### src/rtl/fsi_tx_arbiter.sv
// fsi_tx_arbiter: round-robin arbiter and serializer for the FTDI fast serial transmit path (optional FSI_TX_FRAME_CNT_EN adds frame_count_o)
module fsi_tx_arbiter #(
   parameter int NREQ       = 2,
   parameter int GAP_CYCLES = 0,
   parameter int IDW        = 2
) (
   input  logic              clk_i,
   input  logic              rst_ni,
   input  logic [NREQ-1:0]   req_valid_i,
   input  logic [8*NREQ-1:0] req_data_i,
   input  logic [NREQ-1:0]   req_dest_i,
   output logic [NREQ-1:0]   req_ready_o,
   input  logic              fscts_i,
   output logic              fsdi_o,
   output logic              busy_o,
`ifdef FSI_TX_FRAME_CNT_EN
   output logic [IDW-1:0]    grant_id_o,
   output logic [15:0]       frame_count_o
`else
   output logic [IDW-1:0]    grant_id_o
`endif
);
   typedef enum logic [2:0] {S_IDLE, S_START, S_DATA, S_DEST, S_GAP} state_t;
   localparam logic [15:0] GAP_LAST = 16'(GAP_CYCLES > 0 ? GAP_CYCLES - 1 : 0);
   state_t state_q, state_d;
   logic [15:0] cnt_q, cnt_d;
   logic [8:0] sh_q, sh_d;
   logic fsdi_q, fsdi_d;
   logic [NREQ-1:0] rdy_q, rdy_d;
   logic [IDW-1:0] ptr_q, ptr_d, gid_q, gid_d;
   logic found_hi, found_lo;
   logic [IDW-1:0] win_hi, win_lo, win;
   logic [7:0] sel_data;
   logic sel_dest;
   logic [NREQ-1:0] win_oh;
   // round-robin pick: lowest valid index above the pointer, else lowest at or below it
   always_comb begin
      found_hi = 1'b0;
      found_lo = 1'b0;
      win_hi = '0;
      win_lo = '0;
      for (int i = NREQ - 1; i >= 0; i--) begin
         if (req_valid_i[i] && i > int'(ptr_q)) begin
            found_hi = 1'b1;
            win_hi = IDW'(i);
         end
         if (req_valid_i[i] && i <= int'(ptr_q)) begin
            found_lo = 1'b1;
            win_lo = IDW'(i);
         end
      end
      win = found_hi ? win_hi : win_lo;
      sel_data = '0;
      sel_dest = 1'b0;
      win_oh = '0;
      for (int i = 0; i < NREQ; i++) begin
         win_oh[i] = (IDW'(i) == win);
         if (IDW'(i) == win) begin
            sel_data = req_data_i[8*i +: 8];
            sel_dest = req_dest_i[i];
         end
      end
   end
   // frame sequencer: grant in idle, then start, 8 data bits, dest bit, optional gap
   always_comb begin
      state_d = state_q;
      cnt_d = cnt_q;
      sh_d = sh_q;
      fsdi_d = 1'b1;
      rdy_d = '0;
      ptr_d = ptr_q;
      gid_d = gid_q;
      case (state_q)
         S_IDLE: if (fscts_i && (found_hi || found_lo)) begin
            state_d = S_START;
            sh_d = {sel_dest, sel_data};
            ptr_d = win;
            gid_d = win;
            rdy_d = win_oh;
            fsdi_d = 1'b0;
         end
         S_START: begin
            state_d = S_DATA;
            cnt_d = '0;
            fsdi_d = sh_q[0];
            sh_d = sh_q >> 1;
         end
         S_DATA: begin
            fsdi_d = sh_q[0];
            sh_d = sh_q >> 1;
            cnt_d = (cnt_q == 16'd7) ? '0 : cnt_q + 16'd1;
            state_d = (cnt_q == 16'd7) ? S_DEST : S_DATA;
         end
         S_DEST: begin
            cnt_d = '0;
            state_d = (GAP_CYCLES > 0) ? S_GAP : S_IDLE;
         end
         S_GAP: begin
            cnt_d = (cnt_q == GAP_LAST) ? '0 : cnt_q + 16'd1;
            state_d = (cnt_q == GAP_LAST) ? S_IDLE : S_GAP;
         end
         default: state_d = S_IDLE;
      endcase
   end
   // state and datapath registers; reset truncates any frame in flight
   always_ff @(posedge clk_i or negedge rst_ni) begin
      if (!rst_ni) begin
         state_q <= S_IDLE;
         cnt_q <= '0;
         sh_q <= '0;
         fsdi_q <= 1'b1;
         rdy_q <= '0;
         ptr_q <= IDW'(NREQ - 1);
         gid_q <= '0;
      end else begin
         state_q <= state_d;
         cnt_q <= cnt_d;
         sh_q <= sh_d;
         fsdi_q <= fsdi_d;
         rdy_q <= rdy_d;
         ptr_q <= ptr_d;
         gid_q <= gid_d;
      end
   end
`ifdef FSI_TX_FRAME_CNT_EN
   logic [15:0] fc_q;
   // count completed frames, bumping at the end of each dest-bit cycle
   always_ff @(posedge clk_i or negedge rst_ni) begin
      if (!rst_ni) fc_q <= '0;
      else if (state_q == S_DEST) fc_q <= fc_q + 16'd1;
   end
   assign frame_count_o = fc_q;
`endif
   assign req_ready_o = rdy_q;
   assign fsdi_o = fsdi_q;
   assign busy_o = (state_q != S_IDLE);
   assign grant_id_o = gid_q;
endmodule
### config.mk
export PLATFORM = sky130hd
export DESIGN_NAME = fsi_tx_arbiter
export DESIGN_NICKNAME = d
export VERILOG_FILES = /design/src/rtl/fsi_tx_arbiter.sv
export SDC_FILE = /design/constraint.sdc
export NUM_CORES = 1
export LEC_CHECK = 0
export ABC_AREA = 1
export CORE_ASPECT_RATIO = 0.9
export CORE_MARGIN = 2
export CORE_UTILIZATION = 60
export CTS_BUF_LIST = sky130_fd_sc_hd__clkbuf_2 sky130_fd_sc_hd__clkbuf_4 sky130_fd_sc_hd__clkbuf_8
export DETAILED_ROUTE_END_ITERATION = 10
export PLACE_DENSITY = 0.92
export SETUP_SLACK_MARGIN = 0.1
export SYNTH_ARGS = -nofsm -noshare
export SYNTH_HDL_FRONTEND = slang
export SYNTH_SLANG_ARGS = --single-unit
### constraint.sdc
create_clock -name clk_i -period 3.8 [get_ports clk_i]
set_input_delay 0.38 -clock clk_i [delete_from_list [all_inputs] [get_ports clk_i]]
set_output_delay 0.38 -clock clk_i [all_outputs]
set_load 0.02 [all_outputs]
==> metrics.csv, run 1 <==
stage,metric,value,unit
floorplan,Die W,63.39,um
routing,total wire length,3938,um
power,switching power,0.0005185,W
timing,Final Critical Period,1.984,ns
yosys,syn nets,290,
power,power per cell area,563.1,nW/um^2
worst_setup_path,worst-path cell chain,"inv_1, nand2_1, clkdlybuf4s50_1",
timing,final setup fails,0,
placed_design,IO buf count,27,
yosys,Syn Area/Cell,7.186,sq um
yosys,"Cell Area, Synth",1904,sq um
placed_design,RD Place Congestion,0.8607,
timing,final hold vios,0,
worst_setup_path,CP max stage cell,clkdlybuf4s50_1,
worst_setup_path,WS Path Type,reg -> out,
worst_setup_path,Worst Path Required,3.42,ns
timing,fin crit share,52.22,%
floorplan,Top Ports,29,
grt,vias in the first global route,1592,
yosys,Ys Warns,0,
timing,clk_skew,0.01281,ns
floorplan,core area,3043,sq um
placed_design,Area after DPL,2185,sq um
timing,RSZ-0062 raised after global routing,no,
power,worst vdd ir,0.0004382,V
yosys,sequential-to-total area share from yosys stat,43.50,%
routing,drt via density,5.113,
clock_tree,hold buffer count at CTS,0,
timing,Slew Limit Headroom,54.68,%
power,clock group share of total power,18.3,%
run,Max-Cap Viols,0,
worst_setup_path,Crit Path Max Fanout,4,
routing,vias,1723,
run_status,status,finished clean,
grt,gr ovfl total,0,
power,P_leak,1.162,nW
clock_tree,CTS H-Tree Depth,2,
cells_and_area,share of layout cells above drive strength 1,8.136,%
clock_tree,CTS tree,done,
clock_tree,post-CTS setup buffers,0,
cells_and_area,most frequent cells in the layout,"nand2_1, nor2_1, inv_1",
timing,fmax,503.9,MHz
placed_design,detailed placement HPWL,2773,um
power,internal power,0.0007513,W
cells_and_area,Final Instance Area,2255,sq um
floorplan,row cnt,19,
cells_and_area,"commonest non-fill, non-tap cell in the layout",nand2_1,
timing,Slew @ Worst Pin,0.6778,ns
grt,GRT Total Usage,23.56,%
routing,first drt pass iteration count,4,
cells_and_area,synth-to-layout area growth,18.40,%
clock_tree,clock buffer depth,2,
yosys,Synth Instances,265,
grt,largest net degree at the start of global routing,34,
clock_tree,later-pin clock latency in the skew report,0.34,ns
worst_setup_path,Worst path max stage delay,0.62,ns
timing,Setup TNS,0,ns
floorplan,Die Y,57.45,um
worst_setup_path,CP Launch Type,register,
yosys,#FFs+latches synth,33,
clock_tree,post-CTS sizing,0,
power,Sw Ratio,40.83,%
power,Reg power frac,41.3,%
clock_tree,Worst-path clk slew,0.11,ns
power,combinational share of power,40.4,%
cells_and_area,post-layout net count,319,
routing,Post-route DRC,0,
cells_and_area,fillers,241,
clock_tree,clock root cell,clkbuf_4,
routing,drt initial violations,75,
grt,first-pass GRT wire length,6720,um
worst_setup_path,crit end category,primary output,
grt,initial antenna violation count,0,
clock_tree,TritonCTS Sinks,33,
floorplan,Initial Utilization,62.58,%
worst_hold_path,Hold WC Path Type,in -> async,
clock_tree,TritonCTS buffer count,5,
worst_setup_path,critical path arrival,1.60,ns
timing,final max-slew violation count,0,
routing,Routed wire per std cell,11.69,um
floorplan,die area,3641,sq um
cells_and_area,ant diodes,0,
yosys,library cells used by synthesis,26,
routing,post-route ant nets,0,
==> critical path: cells and delay by family, from the launching register on <==
kind / cells / cell delay (ns)
flops: 1 / 0.46
simple gates: 1 / 0.12
buf+inv: 2 / 0.68
==> metal layers <==
layer | routed length [um] | vias up | track usage [%]
met4 | 44 | 0 | 5.901
met5 | 0 | - | 0
li1 | - | 876 | -
met3 | 238 | 7 | 6.509
met2 | 1889 | 43 | 38.20
met1 | 1765 | 797 | 31.77
==> power groups by stage <==
stage	Clock, W	Sequential [W]	Combinational, W
final	0.000232	0.000525	0.000513
after global routing	0.000244	0.000535	0.000590
after CTS	0.000231	0.000524	0.000517
after detailed placement	0	0.000529	0.000512
after global placement	0	0.000526	0.000494
after floorplan	0	0.000531	0.000401
==> worst paths after layout <==
path                            start        end  slack, ns  cells after the start
setup / recovery           state_q[1]     busy_o       1.82                      3
hold / removal                 rst_ni  cnt_q[10]       0.42                      2
setup reg to reg           state_q[0]  cnt_q[15]       2.03                      7
hold reg to reg               sh_q[2]    sh_q[2]       0.49                      2
max in group asynchronous      rst_ni     fsdi_o       3.02                      2
min in group clk_i            sh_q[2]    sh_q[2]       0.49                      2
==> sequential cells by signal, indices dropped and copies added, names as in the netlist <==
name,flops
cnt_q,16
fsdi_o,1
grant_id_o,1
ptr_q,1
req_ready_o,2
sh_q,9
state_q,3
==> cell usage after synthesis (all sizes together) <==
library cell	n	area share, %
o21ai	29	8.2
a21oi	1	0.26
nor2	44	9.3
dfstp	2	2.8
dfrtp	31	41
inv	37	7.4
xor2	5	2.3
nand4	5	1.6
buf	6	2.6
nor3	2	1.1
nand3b	1	0.39
nor3b	1	0.66
nand3	16	4.2
conb	1	0.20
nand2	82	17
ha	2	1.3
==> cell families after synthesis <==
group | after synthesis | synth area share, %
buffers and inverters | 43 | 10.05
AO/OA/AOI/OAI | 30 | 8.476
XOR/XNOR | 5 | 2.300
other | 1 | 0.1969
AND/OR/NAND/NOR | 151 | 34.17
adder cells (fa/ha/maj) | 2 | 1.314
flip-flops | 33 | 43.50
==> final cells by class <==
| cell class | instances | area [sq um] | share of cell area [%] |
|---|---|---|---|
| Clock buffer | 7 | 65.06 | 2.886 |
| Tap cell | 42 | 52.55 | 2.331 |
| Timing Repair Buffer | 28 | 277.8 | 12.32 |
| Clock inverter | 1 | 5.005 | 0.2220 |
| Inverter | 37 | 141.4 | 6.271 |
| Multi-Input combinational cell | 189 | 884.6 | 39.23 |
| Sequential cell | 33 | 828.3 | 36.74 |
==> per-stage QoR <==
stage	power (W)	setup slack (ns)	utilization, %	hold WS, ns	std cells
2_1_floorplan	0.0009322	2.410	-	0.08441	265
3_3_place_gp	0.001020	2.104	71.79	0.4605	329
3_5_place_dp	0.001041	2.070	71.79	0.4723	329
4_1_cts	0.001272	1.817	74.10	0.4386	337
5_1_grt	0.001369	1.774	74.10	0.4582	337
6_report	0.001270	1.816	74.10	0.4217	337
No activity file was read; power rests on OpenSTA's default activity.
==> inputs of run 2 (changes only) <==
--- a/config.mk
+++ b/config.mk
@@ -8,10 +8,10 @@
 export ABC_AREA = 1
 export CORE_ASPECT_RATIO = 0.9
 export CORE_MARGIN = 2
-export CORE_UTILIZATION = 60
+export CORE_UTILIZATION = 56
 export CTS_BUF_LIST = sky130_fd_sc_hd__clkbuf_2 sky130_fd_sc_hd__clkbuf_4 sky130_fd_sc_hd__clkbuf_8
 export DETAILED_ROUTE_END_ITERATION = 10
-export PLACE_DENSITY = 0.92
+export PLACE_DENSITY = 0.87
 export SETUP_SLACK_MARGIN = 0.1
 export SYNTH_ARGS = -nofsm -noshare
 export SYNTH_HDL_FRONTEND = slang
==> constraint.sdc (replaced) <==
create_clock -name clk_i -period 1.87 [get_ports clk_i]
set_input_delay 0.187 -clock clk_i [delete_from_list [all_inputs] [get_ports clk_i]]
set_output_delay 0.187 -clock clk_i [all_outputs]
set_load 0.02 [all_outputs]
==> run 2 against run 1 <==
Clock-buffer cell count rose by 1. Combinational power rose by 100%. Largest cell class unchanged. Via count is 2.1% lower. Non-clock buffer count grew 1. Clock power is 140% higher. Core utilization shrank 4.9 points. Global-route usage down 2.1 points. First-iteration DRC count rose by 130%. Sequential cell count unchanged.
==> metrics.csv, run 2 (synthesis results as in run 1) <==
stage,metric,value,unit
run_status,status,finished clean,
worst_hold_path,Hold WC Path Type,in -> async,
clock_tree,TritonCTS Sinks,33,
clock_tree,TritonCTS buffer count,5,
power,combinational share of power,39.3,%
timing,final max-slew violation count,0,
timing,clk_skew,0.007488,ns
worst_setup_path,Worst path depth,3,
clock_tree,post-CTS sizing,0,
run,Max-Cap Viols,0,
worst_setup_path,Worst Path Buf+Inv,2,
cells_and_area,most frequent cells in the layout,"nand2_1, nor2_1, inv_1",
power,P_leak,1.175,nW
power,Sw Ratio,38.75,%
routing,drt via density,4.962,
placed_design,IO buf count,27,
grt,gr ovfl total,0,
timing,Final Critical Period,1.681,ns
power,Reg power frac,40.1,%
worst_setup_path,Worst path max stage delay,0.61,ns
grt,GRT Total Usage,21.43,%
cells_and_area,post-layout net count,320,
clock_tree,CTS H-Tree Depth,2,
worst_setup_path,crit end category,primary output,
worst_setup_path,critical path arrival,1.49,ns
placed_design,detailed placement HPWL,2647,um
timing,final setup fails,0,
worst_setup_path,worst-path cell chain,"inv_1, nand2_1, clkdlybuf4s50_1",
cells_and_area,fin cells,340,
timing,final hold vios,0,
routing,Post-route DRC,0,
cells_and_area,biggest regs,"cnt_q x16, sh_q x9, state_q x3",
worst_setup_path,RR Startpoint,cnt_q[0],
floorplan,core area,3303,sq um
floorplan,Die W,65.47,um
clock_tree,Worst-path clk slew,0.07,ns
placed_design,RD Place Congestion,0.8393,
floorplan,Initial Utilization,57.65,%
cells_and_area,ant diodes,0,
clock_tree,CTS tree,done,
routing,total wire length,3574,um
timing,fmax,594.9,MHz
routing,post-route ant nets,0,
worst_setup_path,Worst Path Required,1.68,ns
cells_and_area,max FFs per register,16,
cells_and_area,synth-to-layout area growth,20.04,%
worst_setup_path,CP max stage cell,clkdlybuf4s50_1,
grt,largest net degree at the start of global routing,34,
clock_tree,hold buffer count at CTS,0,
clock_tree,post-CTS setup buffers,0,
floorplan,row cnt,20,
worst_setup_path,Reg2Reg Depth,7,
worst_setup_path,endpoint of the worst register-to-register path,cnt_q[12],
grt,first-pass GRT wire length,6451,um
power,worst vdd ir,0.0008632,V
routing,first drt pass iteration count,4,
worst_setup_path,WS Path Type,reg -> out,
clock_tree,clock root cell,clkbuf_8,
cells_and_area,"Most flops, register",cnt_q,
clock_tree,clock buffer depth,2,
power,clock group share of total power,20.6,%
power,internal power,0.001634,W
clock_tree,later-pin clock latency in the skew report,0.28,ns
floorplan,Top Ports,29,
routing,vias,1687,
routing,Routed wire per std cell,10.51,um
timing,RSZ-0062 raised after global routing,no,
cells_and_area,share of layout cells above drive strength 1,8.446,%
grt,initial antenna violation count,0,
floorplan,die area,3884,sq um
grt,vias in the first global route,1586,
worst_setup_path,Crit Path Max Fanout,4,
floorplan,Die Y,59.32,um
placed_design,placed cell count,332,
timing,fin crit share,89.89,%
timing,Setup TNS,0,ns
worst_setup_path,CP Launch Type,register,
power,power per cell area,1167,nW/um^2
routing,drt initial violations,170,
worst_setup_path,Crit path max-delay family,buffers and inverters,
cells_and_area,"commonest non-fill, non-tap cell in the layout",nand2_1,
worst_setup_path,r2r setup slk,0.33,ns
power,switching power,0.001034,W
## run 2: cell count changes in the layout (fill, tap and decap cells not counted), sizes merged
cell / change
clkinv: -1
clkbuf: +1
buf: +1
## run 2: how the worst max path moves through the flow
stage | start | endpoint | slack [ns]
after floorplan | state_q[0] | sh_q[0] | 0.48
after global placement | req_valid_i[1] | sh_q[3] | 0.36
after detailed placement | req_valid_i[1] | sh_q[3] | 0.33
after CTS | state_q[1] | busy_o | 0.17
after global routing | state_q[0] | busy_o | 0.10
final | state_q[1] | busy_o | 0.19
## run 2: worst register-to-register path: cells and delay by family (launching register included)
kind,cells,cell delay (ns)
fa+ha+maj,1,0.24
flops,1,0.40
simple gates,6,0.84
## run 2: layout make-up
class	instances	area (sq um)
fillers	282	1017
multi-input cells	189	884.6
flip-flops and latches	33	828.3
repair buffers	29	285.3
inverters	37	141.4
clock buffers	8	91.34
well taps	44	55.05
## run 2: metrics by stage
stage	hold WS, ns	area, sq um	util [%]	total power [W]	setup WS (ns)
after floorplan	-0.1086	1904	-	0.001894	0.4799
after CTS	0.3208	2286	69.20	0.002696	0.1750
final	0.3001	2286	69.20	0.002667	0.1890
after detailed placement	0.4764	2195	66.44	0.002128	0.3343
after global placement	0.4626	2195	66.44	0.002100	0.3575
after global routing	0.3563	2286	69.20	0.002899	0.1005
## run 2: per-layer routing
layer | up-vias | wire length, um | global-route usage, %
met1 | 739 | 1593 | 27.01
met5 | - | 0 | 0
met4 | 0 | 49 | 5.952
met2 | 59 | 1715 | 36.15
li1 | 880 | - | -
met3 | 9 | 216 | 6.464
## run 2: power groups by stage
stage               sequential, W  combinational (W)  clock, W
floorplan                 0.00108           0.000814         0
global placement          0.00107            0.00103         0
detailed placement        0.00107            0.00106         0
CTS                       0.00107            0.00106  0.000569
global route              0.00109            0.00122  0.000593
finish                    0.00107            0.00105  0.000550
==> inputs of run 3 (changes only) <==
--- a/config.mk
+++ b/config.mk
@@ -7,7 +7,7 @@
 export LEC_CHECK = 0
 export ABC_AREA = 1
 export CORE_ASPECT_RATIO = 0.9
-export CORE_MARGIN = 2
+export CORE_MARGIN = 5
 export CORE_UTILIZATION = 56
 export CTS_BUF_LIST = sky130_fd_sc_hd__clkbuf_2 sky130_fd_sc_hd__clkbuf_4 sky130_fd_sc_hd__clkbuf_8
 export DETAILED_ROUTE_END_ITERATION = 10
==> run 3 against run 2 <==
Power grew 5.8%. Register-to-register slack improved by 0.04 ns. Largest cell class unchanged. Sequential power about the same. Worst setup slack worse by 0.0024 ns. Via count is 2.0% lower. Highest routed layer unchanged. Worst hold slack lost 0.0034 ns. Global-route usage fell by 4.2 points. Cell count unchanged. Sequential cell count stayed put.
==> metrics.csv, run 3 (synthesis results as in run 1) <==
stage,metric,value,unit
floorplan,Top Ports,29,
placed_design,IO buf count,27,
timing,final worst setup slack,0.1866,ns
clock_tree,TritonCTS buffer count,5,
timing,final max-slew violation count,0,
worst_setup_path,Crit Path Max Fanout,4,
worst_setup_path,Worst path max stage delay,0.61,ns
power,Reg power frac,37.7,%
placed_design,pre-CTS setup slack,0.3043,ns
routing,total wire length,3513,um
timing,final setup fails,0,
grt,vias in the first global route,1620,
grt,first-pass GRT wire length,6534,um
run,Max-Cap Viols,0,
cells_and_area,ant diodes,0,
power,internal power,0.001776,W
grt,gr ovfl total,0,
worst_setup_path,r2r setup slk,0.37,ns
worst_setup_path,crit end category,primary output,
clock_tree,TritonCTS Sinks,33,
grt,initial antenna violation count,0,
clock_tree,CTS tree,done,
clock_tree,clock root cell,clkbuf_8,
cells_and_area,"commonest non-fill, non-tap cell in the layout",nand2_1,
timing,Setup TNS,0,ns
power,P_leak,1.187,nW
floorplan,Initial Utilization,57.22,%
cells_and_area,biggest regs,"cnt_q x16, sh_q x9, state_q x3",
floorplan,Die W,71.47,um
routing,Routed wire per std cell,10.33,um
floorplan,Die Y,65.32,um
cells_and_area,share of layout cells above drive strength 1,8.446,%
routing,drt via density,4.862,
placed_design,detailed placement HPWL,2627,um
clock_tree,Worst-path clk slew,0.07,ns
worst_setup_path,WS Path Type,reg -> out,
routing,first drt pass iteration count,4,
worst_setup_path,Worst Path Required,1.68,ns
timing,final hold vios,0,
cells_and_area,max FFs per register,16,
floorplan,core area,3328,sq um
routing,post-route ant nets,0,
power,power per cell area,1219,nW/um^2
timing,fin crit share,90.02,%
timing,clk_skew,0.007580,ns
timing,Final Critical Period,1.683,ns
clock_tree,post-CTS sizing,0,
run_status,status,finished clean,
cells_and_area,most frequent cells in the layout,"nand2_1, nor2_1, inv_1",
cells_and_area,"Most flops, register",cnt_q,
clock_tree,post-CTS setup buffers,0,
routing,vias,1653,
timing,RSZ-0062 raised after global routing,no,
cells_and_area,synth-to-layout area growth,21.55,%
power,clock group share of total power,24.9,%
floorplan,row cnt,20,
grt,largest net degree at the start of global routing,34,
power,Sw Ratio,37.06,%
cells_and_area,post-layout net count,320,
worst_setup_path,CP max stage cell,clkdlybuf4s50_1,
timing,fmax,594.0,MHz
power,switching power,0.001045,W
routing,drt initial violations,109,
grt,GRT Total Usage,17.22,%
placed_design,RD Place Congestion,0.8196,
clock_tree,hold buffer count at CTS,0,
floorplan,die area,4668,sq um
clock_tree,later-pin clock latency in the skew report,0.28,ns
worst_setup_path,CP Launch Type,register,
routing,Post-route DRC,0,
clock_tree,CTS H-Tree Depth,2,
timing,hold_ws,0.2967,ns
power,combinational share of power,37.4,%
power,worst vdd ir,0.0008567,V
worst_setup_path,worst-path cell chain,"inv_1, nand2_1, clkdlybuf4s50_1",
worst_hold_path,Hold WC Path Type,in -> async,
worst_setup_path,critical path arrival,1.50,ns
clock_tree,clock buffer depth,2,
## run 3: stage by stage
step | util (%) | cells | area [sq um] | total power (W)
6_report | 69.55 | 340 | 2315 | 0.002821
5_1_grt | 69.55 | 340 | 2315 | 0.003065
3_3_place_gp | 65.94 | 332 | 2195 | 0.002100
4_1_cts | 69.55 | 340 | 2315 | 0.002841
2_1_floorplan | - | 265 | 1904 | 0.001894
3_5_place_dp | 65.94 | 332 | 2195 | 0.002126
## run 3: path summary, 6_finish.rpt
path / startpoint / to / cells past startpoint
max in group asynchronous: rst_ni / fsdi_o / 2
setup / recovery: state_q[1] / busy_o / 3
hold reg to reg: sh_q[3] / sh_q[3] / 2
hold / removal: rst_ni / cnt_q[4] / 2
setup reg to reg: cnt_q[0] / cnt_q[9] / 8
min in group clk_i: sh_q[3] / sh_q[3] / 2
## run 3: power by group through the flow
stage	Clock, W	Sequential (W)	Combinational (W)
floorplan	0	0.00108	0.000814
global placement	0	0.00107	0.00103
detailed placement	0	0.00107	0.00106
CTS	0.000716	0.00106	0.00106
global route	0.000757	0.00109	0.00122
finish	0.000702	0.00106	0.00105
## run 3: area by class of cell
cell class                      instances  area [sq um]
Clock buffer                            7         90.09
Clock inverter                          1         30.03
Fill cell                             258          1013
Inverter                               37         141.4
Multi-Input combinational cell        189         884.6
Sequential cell                        33         828.3
Tap cell                               44         55.05
Timing Repair Buffer                   29         285.3
## run 3: metal layers
layer	vias up	part of all wire, %	track usage [%]	wire length (um)
met5	-	0	0	0
met4	0	0.60	4.695	21
met3	4	6.1	5.046	213
met2	44	45	28.90	1566
met1	725	49	21.60	1711
li1	880	-	-	-
## run 3: worst max-delay path, delay by kind of cell (launching register included)
| family | cells | cell delay [ns] |
|---|---|---|
| AND/OR/NAND/NOR | 1 | 0.10 |
| flip-flops | 1 | 0.44 |
| buffers and inverters | 2 | 0.67 |
